**config.mk**
```make
export PLATFORM = sky130hd
export DESIGN_NAME = contador_asc_desc_hex
export DESIGN_NICKNAME = d
export VERILOG_FILES = /design/src/rtl/contador_asc_desc_hex.sv
export SDC_FILE = /design/constraint.sdc
export NUM_CORES = 1
export LEC_CHECK = 0
export CELL_PAD_IN_SITES_DETAIL_PLACEMENT = 1
export CELL_PAD_IN_SITES_GLOBAL_PLACEMENT = 1
export CORE_AREA = 2 2 62 64
export DETAILED_ROUTE_END_ITERATION = 10
export DIE_AREA = 0 0 64 66
export HOLD_SLACK_MARGIN = 0.1
export PLACE_DENSITY = 0.75
export SLEW_MARGIN = 20
export SYNTH_ARGS = -nofsm -noshare
export SYNTH_HDL_FRONTEND = slang
export SYNTH_SLANG_ARGS = --single-unit
```
**constraint.sdc**
```tcl
create_clock -name clk -period 5.1 [get_ports clk]
set_input_delay 1.02 -clock clk [delete_from_list [all_inputs] [get_ports clk]]
set_output_delay 1.02 -clock clk [all_outputs]
set_load 0.03 [all_outputs]
```
**src/rtl/contador_asc_desc_hex.sv**
```systemverilog
// -----------------------------------------------------------------------------
// contador_asc_desc_hex
//
// Upstream stage of the binary-to-hex 7-segment decoder. A free-running
// prescaler divides clk into a slow tick, and a 4-bit up/down hex count
// advances once per tick while enabled. The count goes to the decoder on
// digito, and the decoder enable switch is forwarded one clock later so the
// display turns on aligned with the registered count.
//
// Parameters:
//   DIV_MAX  prescaler terminal value; one tick every DIV_MAX+1 clk cycles
//   PRESC_W  prescaler width, 2**PRESC_W must exceed DIV_MAX
//
// Ports:
//   clk        in   system clock, rising edge
//   rst_n      in   synchronous reset, active-low
//   enable     in   count enable switch (also forwarded to the decoder)
//   up_down    in   1 = ascending, 0 = descending
//   clear      in   synchronous clear of the count, active-high
//   digito     out  [3:0] current count
//   enable_out out  enable delayed by one clk
//   tick       out  one-clk pulse when the prescaler wraps
//   tc         out  one-clk terminal-count pulse, coincident with the new count
//
// Build option:
//   SATURATE_EN  when defined, the count saturates at 4'hF (ascending) and
//                4'h0 (descending) instead of wrapping; tc pulses once on the
//                update that reaches the limit.
// -----------------------------------------------------------------------------
module contador_asc_desc_hex #(
   parameter int unsigned DIV_MAX = 49999999,
   parameter int          PRESC_W = 26
) (
   input  logic       clk,
   input  logic       rst_n,
   input  logic       enable,
   input  logic       up_down,
   input  logic       clear,
   output logic [3:0] digito,
   output logic       enable_out,
   output logic       tick,
   output logic       tc
);

   localparam logic [PRESC_W-1:0] PRESC_LAST = PRESC_W'(DIV_MAX);
   localparam logic [PRESC_W-1:0] PRESC_ONE  = PRESC_W'(1);

   logic [PRESC_W-1:0] presc;

   // The count update is qualified by the registered tick, so a new digito
   // appears on the edge that closes the tick cycle (1 clk after tick).
   logic count_step;
   assign count_step = tick & enable;

   always_ff @(posedge clk) begin
      if (!rst_n) begin
         presc      <= '0;
         tick       <= 1'b0;
         tc         <= 1'b0;
         digito     <= 4'h0;
         enable_out <= 1'b0;
      end else begin
         enable_out <= enable;

         // Prescaler runs regardless of enable and clear.
         if (presc == PRESC_LAST) begin
            presc <= '0;
            tick  <= 1'b1;
         end else begin
            presc <= presc + PRESC_ONE;
            tick  <= 1'b0;
         end

         // tc defaults low; only a terminal step raises it for one clk.
         tc <= 1'b0;

         if (clear) begin
            digito <= 4'h0;
         end else if (count_step) begin
            if (up_down) begin
`ifdef SATURATE_EN
               if (digito != 4'hF) begin
                  digito <= digito + 4'h1;
                  tc     <= (digito == 4'hE);
               end
`else
               digito <= digito + 4'h1;
               tc     <= (digito == 4'hF);
`endif
            end else begin
`ifdef SATURATE_EN
               if (digito != 4'h0) begin
                  digito <= digito - 4'h1;
                  tc     <= (digito == 4'h1);
               end
`else
               digito <= digito - 4'h1;
               tc     <= (digito == 4'h0);
`endif
            end
         end
      end
   end

endmodule

```
==> summary.md, run 1 <==
| Metric | Value |
|---|---|
| Outcome | finished clean |
| Register area share after synthesis | 42.7% |
| DRT Pass-1 Iters | 4 |
| Headroom to the max-slew limit | between 60% and 70% |
| TritonCTS clock tree | built |
| Antenna violations before repair | 0 |
| CTS root buf | clkbuf_4 |
| Avg Inst Size Synth | around 8.7 um2 |
| Port buffer count | 11 |
| Max Freq | 0.387 GHz |
| Tot Pwr | approximately 0.42 mW |
| Post-synthesis instance total | 177 |
| Clk pin slew, worst setup/hold paths | 0.10 ns |
| Fin. max-slew vios | 0 |
| Area Overhead vs Synth | 13.7% |
| Clock Sinks | 33 |
| Post-synth EDFFs | 0 |
| PwrDens | 239 nW/um2 |
| Die ar. | 4220 um2 |
| N_diodes | 0 |
| Die width | 64 um |
| Final ANT Viol Nets | 0 |
| CTS H-tree lvls | 2 |
| CP Capture Type | flop |
| Post-route DRC | 0 |
| HPWL Detailed | 2.49 mm |
| Dpl cell area | 1710 um2 |
| Async set-or-reset flop fraction in the synthesized netlist | 0% |
| Wirelength, routed | 3.39 mm |
| # fillers | 421 |
| Worst Setup Start Kind | input pin |
| Initial DRC count | 37 |
| Pin count of the biggest net entering global routing | 26 |
| Share of layout cells above drive strength 1 | ~6.3% |
| Hold buffer count at CTS | 0 |
| Crit Path Category | input pin to flop |
| Req. time, crit path | ~5.3 ns |
| Core area | 3550 um2 |
| Initial core utilization | 43.6% |
| Ports | 12 |
| Leak pwr | 0.595 nW |
| Post-Synthesis Net Count | roughly 190 |
| Top post-synthesis cells by area | dfxtp_1 43%, a21oi_1 5.2%, xnor2_1 5.1%, nor2_1 4.9%, nand3_1 4.2% |
| Final period utilization | 50.7% |
| Arrival time at the worst endpoint | 2.82 ns |
| Main synth FF type | dfxtp_1 |
| Setup TNS | 0 ns |
| Post-layout util | approximately half |
| Distinct cells, synth | 32 |
| Hold Path Class | flop to flop |
| Setup Buffers After CTS | 0 |
| Fin Clk Skew | 0.00474 ns |
| First-pass GRT wire length | 6.24 mm |
| Worst VDD drop | 0.154 mV |
| Fin. Hold Viols | 0 |
| Remaining Overflow, GRT | 0 |
| Cell taking the most area after synthesis | dfxtp_1 |
| Final Non-Filler Cells | 240 |
| CTS Buf Count | 5 |
| Cell area after layout | 1760 um2 |
| Num rows | 22 |
| Vias in the first global route | 1448 |
| # setup viols final | 0 |
| Yosys reg bits | 33 |
| Synthesis Warnings | 0 |
| Via count | between 1000 and 1500 |
| Max-cap violations | 0 |
| Quantity of gates resized following cts | 0 |
| Final nets | 200 |
| Die height | 66 um |
| RSZ-0062 raised after global routing | no |
| Post-layout minimum cycle time | 2.59 ns |
| Dpl cells | around 230 |
| Clk buf depth | 2 |
| Clock Latency Late Sink | 0.33 ns |
| Synth top area share | 42.7% |
| Worst-Margin Slew | 0.484 ns |
| WL per Instance | ~14 um |
| Via/cell ratio | about 5.5 |
| GRT Util Overall | 18.9% |
| Mapped cell area | ~1500 um2 |
| Final GP Congestion | about 0.9 |
| Crit path max fanout | 6 |
## cell usage after synthesis (3+ instances only)
master / count
a21oi_1: 16
and2_1: 4
and3_1: 3
clkbuf_1: 3
dfxtp_1: 33
ha_1: 3
inv_1: 6
nand2_1: 12
nand3_1: 13
nand4_1: 4
nor2_1: 20
nor3_1: 4
nor4_1: 4
o21ai_0: 5
o31ai_1: 7
or3_1: 5
or4_1: 8
xnor2_1: 9
xor2_1: 5
## stage by stage
step                hold WS [ns]  setup slack, ns
finish                     0.497             2.51
global route               0.527             2.39
CTS                        0.507             2.51
detailed placement         0.481             2.14
global placement           0.461             2.18
floorplan                  0.441             2.71
## path summary, 6_finish.rpt
check | slack (ns) | cells past startpoint | endpoint | from
worst max-delay path | 2.51 | 7 | digito[3] | up_down
worst min-delay path | 0.50 | 1 | presc[0] | presc[0]
worst min register to register | 0.50 | 1 | presc[0] | presc[0]
worst max register to register | 2.87 | 4 | presc[25] | presc[7]
## cells by family (layout without fill, tap and decap cells)
| group | count (synthesis) | after routing | synth area share, % |
|---|---|---|---|
| XOR/XNOR | 14 | 14 | 7.92 |
| buffers and inverters | 11 | 26 | 3.23 |
| multiplexers | 2 | 2 | 1.37 |
| flip-flops | 33 | 33 | 42.7 |
| AND/OR/NAND/NOR | 83 | 83 | 29.3 |
| adder cells (fa/ha/maj) | 4 | 4 | 3.72 |
| AO/OA/AOI/OAI | 30 | 30 | 11.7 |
## flip-flops by register name, indices dropped and copies added, names as in the netlist
signal and count:
presc 26, tick 1, digito 4, tc 1, enable_out 1
## final cells by class
type | instances | area, um2 | area share (%)
clock inverters | 2 | 10.0 | 0.569
multi-input cells | 133 | 848 | 48.2
well taps | 48 | 60.1 | 3.41
repair buffers | 12 | 118 | 6.68
clock buffers | 6 | 41.3 | 2.35
flip-flops and latches | 33 | 661 | 37.5
inverters | 6 | 22.5 | 1.28
## where the power goes
group          internal [mW]  switching, mW
Sequential             0.260        0.00273
Combinational        0.00783         0.0100
Clock                 0.0525         0.0877
## cell usage in the layout (no fill, tap or decap), types with 5 or more instances in the layout
master	count
o31ai_1	7
o21ai_0	5
nand2_1	12
clkdlybuf4s50_1	11
nor2_1	20
or3_1	5
dfxtp_1	33
xor2_1	5
nand3_1	13
or4_1	8
a21oi_1	16
clkbuf_4	5
xnor2_1	9
inv_1	6
## worst max-delay path, stage by stage
cell	delay (ns)
clkdlybuf4s50_1	0.47
inv_1	0.12
ha_1	0.31
a21o_1	0.18
a21oi_1	0.16
mux2i_1	0.21
mux2_2	0.34
## metal layers
layer	up-vias	global-route usage (%)	share of wire, %
met5	-	0	0
met4	0	5.71	1.2
met3	6	5.79	2.5
met2	10	35.0	53
met1	644	20.4	43
li1	663	-	-
Power figures use the tool's default switching activity.
==> run 2, diff against run 1 <==
- CORE_AREA: 2 2 62 64 -> 2 2 66 68
- DIE_AREA: 0 0 64 66 -> 0 0 68 70
- PLACE_DENSITY: 0.75 -> 0.7
- clock period: 5.1 -> 2.25 ns (I/O delays scaled with it)
==> summary.md, run 2 (synthesis gave the netlist of run 1 again) <==
| Metric | Value |
|---|---|
| Outcome | finished clean |
| PwrDens | 572 nW/um2 (+140%) |
| WP buf/inv | 0 (-2) |
| DRT Pass-1 Iters | 4 (unchanged) |
| Die height | 70 um (+6.1%) |
| Max-cap violations | 0 (unchanged) |
| Commonest non-fill, non-tap cell in the layout | dfxtp_1 |
| Setup ws final | 0.166 ns (-2.35 ns) |
| Share of power burned in registers | 55.2% (-7.2 points) |
| Grt met1 use | 20.9% (+0.45 points) |
| Internal Power | 0.828 mW (+160%) |
| WL per Instance | 14.5 um (+2.8%) |
| Core area | 4140 um2 (+17%) |
| Worst r2r path cells | 5 (+1) |
| Fin Clk Skew | 0.00479 ns (+0.0000534 ns) |
| Crit path max fanout | 12 (+6) |
| Worst VDD drop | 0.341 mV (+120%) |
| Area Overhead vs Synth | 21.9% |
| Clock power frac | 40.2% (+6.9 points) |
| TritonCTS clock tree | built |
| Via count | 1362 (+2.9%) |
| Post-layout minimum cycle time | 2.08 ns |
| Clock Sinks | 33 (unchanged) |
| Pre-CTS setup slack | -0.0752 ns (-2.22 ns) |
| Ports | 12 (unchanged) |
| Fin. max-slew vios | 0 (unchanged) |
| CP peak stage delay | 0.61 ns (+0.14 ns) |
| Clock Latency Late Sink | 0.29 ns (-0.04 ns) |
| Arrival time at the worst endpoint | 2.30 ns (-0.52 ns) |
| Final nets | 212 (+6.0%) |
| # setup viols final | 0 (unchanged) |
| CTS H-tree lvls | 2 (unchanged) |
| Port buffer count | 11 (unchanged) |
| GRT Util Overall | 18.1% (-0.73 points) |
| Setup TNS | 0 ns (unchanged) |
| Initial DRC count | 58 (+57%) |
| Net Sw Frac | 23.2% (-0.67 points) |
| Die width | 68 um (+6.3%) |
| HPWL Detailed | 2.74 mm (+9.9%) |
| RSZ-0062 raised after global routing | no |
| Setup slack, reg-to-reg | 0.17 ns (-2.70 ns) |
| Final Non-Filler Cells | 256 (+6.7%) |
| CTS root buf | clkbuf_8 |
| Setup Buffers After CTS | 0 (unchanged) |
| Dpl cells | 248 (+6.9%) |
| Largest registers | presc (26), digito (4) |
| Logic gate share of total power | 4.7% (+0.5 points) |
| CP Capture Type | flop |
| # fillers | 501 (+19%) |
| Met2 Use GR | 30.1% (-4.9 points) |
| Final GP Congestion | 0.761 (-13%) |
| Hold Path Class | flop to flop |
| Minimum hold slack | 0.493 ns (-0.00339 ns) |
| Reg-to-Reg End | presc[22] |
| Headroom to the max-slew limit | 67.4% (-0.26 points) |
| Top reg by flops | presc |
| Net Switching | 0.250 mW (+150%) |
| Req. time, crit path | 2.47 ns (-2.86 ns) |
| Crit Path Category | flop to flop |
| Max FFs per register | 26 (unchanged) |
| Initial core utilization | 37.3% (-6.2 points) |
| Worst Setup Start Kind | flop |
| N_diodes | 0 (unchanged) |
| Most frequent cells in the layout | 33 x dfxtp_1, 20 x nor2_1, 16 x a21oi_1, 13 x nand3_1, 13 x buf_4 |
| M3 GR Usage | 5.64% (-0.16 points) |
| Die ar. | 4760 um2 (+13%) |
| Critical path's slowest cell | or4_4 |
| Hold depth | 1 (unchanged) |
| Quantity of gates resized following cts | 0 (unchanged) |
| Leak pwr | 0.667 nW (+12%) |
| Vias in the first global route | 1444 (-0.28%) |
| Num rows | 24 (+9.1%) |
| Hold buffer count at CTS | 0 (unchanged) |
| Start of the worst register-to-register path | presc[0] |
| Final period utilization | between 90 and 100% |
| Post-route DRC | 0 (unchanged) |
| Via/cell ratio | 5.32 (-3.5%) |
| Pin count of the biggest net entering global routing | 19 (-27%) |
| Clk buf depth | 2 (unchanged) |
| Remaining Overflow, GRT | 0 (unchanged) |
| Share of layout cells above drive strength 1 | 11.8% (+5.5 points) |
| First-pass GRT wire length | 6.49 mm (+3.9%) |
| Final ANT Viol Nets | 0 (unchanged) |
| Antenna violations before repair | 0 (unchanged) |
| CTS Buf Count | 5 (unchanged) |
| Endpoint of the worst hold path | presc[0] |
| Min-delay src | presc[0] |
| Busiest grt layer | met2 |
| Tot Pwr | 1.08 mW (+160%) |
| Top delay family on crit path | simple AND/OR/NAND/NOR gates |
| Fin. Hold Viols | 0 (unchanged) |
| Clk pin slew, worst setup/hold paths | 0.07 ns (-0.03 ns) |
| Max Freq | 0.480 GHz |
| CP Cell Sequence | ha_1 -> nand2_1 -> or4_4 -> or4_1 -> a21oi_1 |
| Worst-Margin Slew | 0.488 ns (+0.00386 ns) |
| Wirelength, routed | 3.71 mm (+9.6%) |
[run 2: cell count changes in the layout (fill, tap and decap cells not counted), sizes merged]
cell	delta
buf	+12
[run 2: area by class of cell]
class	instances	area [um2]	area share [%]
multi-input cells	133	848	45.0
clock inverters	2	10.0	0.531
repair buffers	24	208	11.0
well taps	52	65.1	3.45
clock buffers	6	72.6	3.85
inverters	6	22.5	1.19
flip-flops and latches	33	661	35.0
[run 2: metal layers]
layer	wire (um)	vias up
met5	0	-
met4	67	0
met3	114	7
met2	1920	18
met1	1610	648
li1	-	689
[run 2: how the worst max path moves through the flow]
stage	startpoint	endpoint	slack [ns]	cells past startpoint
6_report	presc[0]	presc[22]	0.17	5
5_1_grt	presc[0]	presc[22]	0.05	5
4_1_cts	presc[0]	presc[22]	0.13	5
3_5_place_dp	up_down	digito[3]	-0.08	7
3_3_place_gp	up_down	digito[3]	-0.03	7
2_1_floorplan	presc[0]	presc[20]	0.25	6
[run 2: power by group through the flow]
stage	Clock [mW]	Sequential (mW)	Combinational (mW)
after floorplan	0	0.610	0.0207
after global placement	0	0.608	0.0493
after detailed placement	0	0.608	0.0511
after CTS	0.452	0.595	0.0514
after global routing	0.476	0.595	0.0568
final	0.433	0.595	0.0501
[run 2: metrics by stage]
| step | cell area (um2) | utilization (%) |
|---|---|---|
| 2_1_floorplan | 1550 | - |
| 3_3_place_gp | 1800 | 43.5 |
| 3_5_place_dp | 1800 | 43.5 |
| 4_1_cts | 1890 | 45.5 |
| 5_1_grt | 1890 | 45.5 |
| 6_report | 1890 | 45.5 |
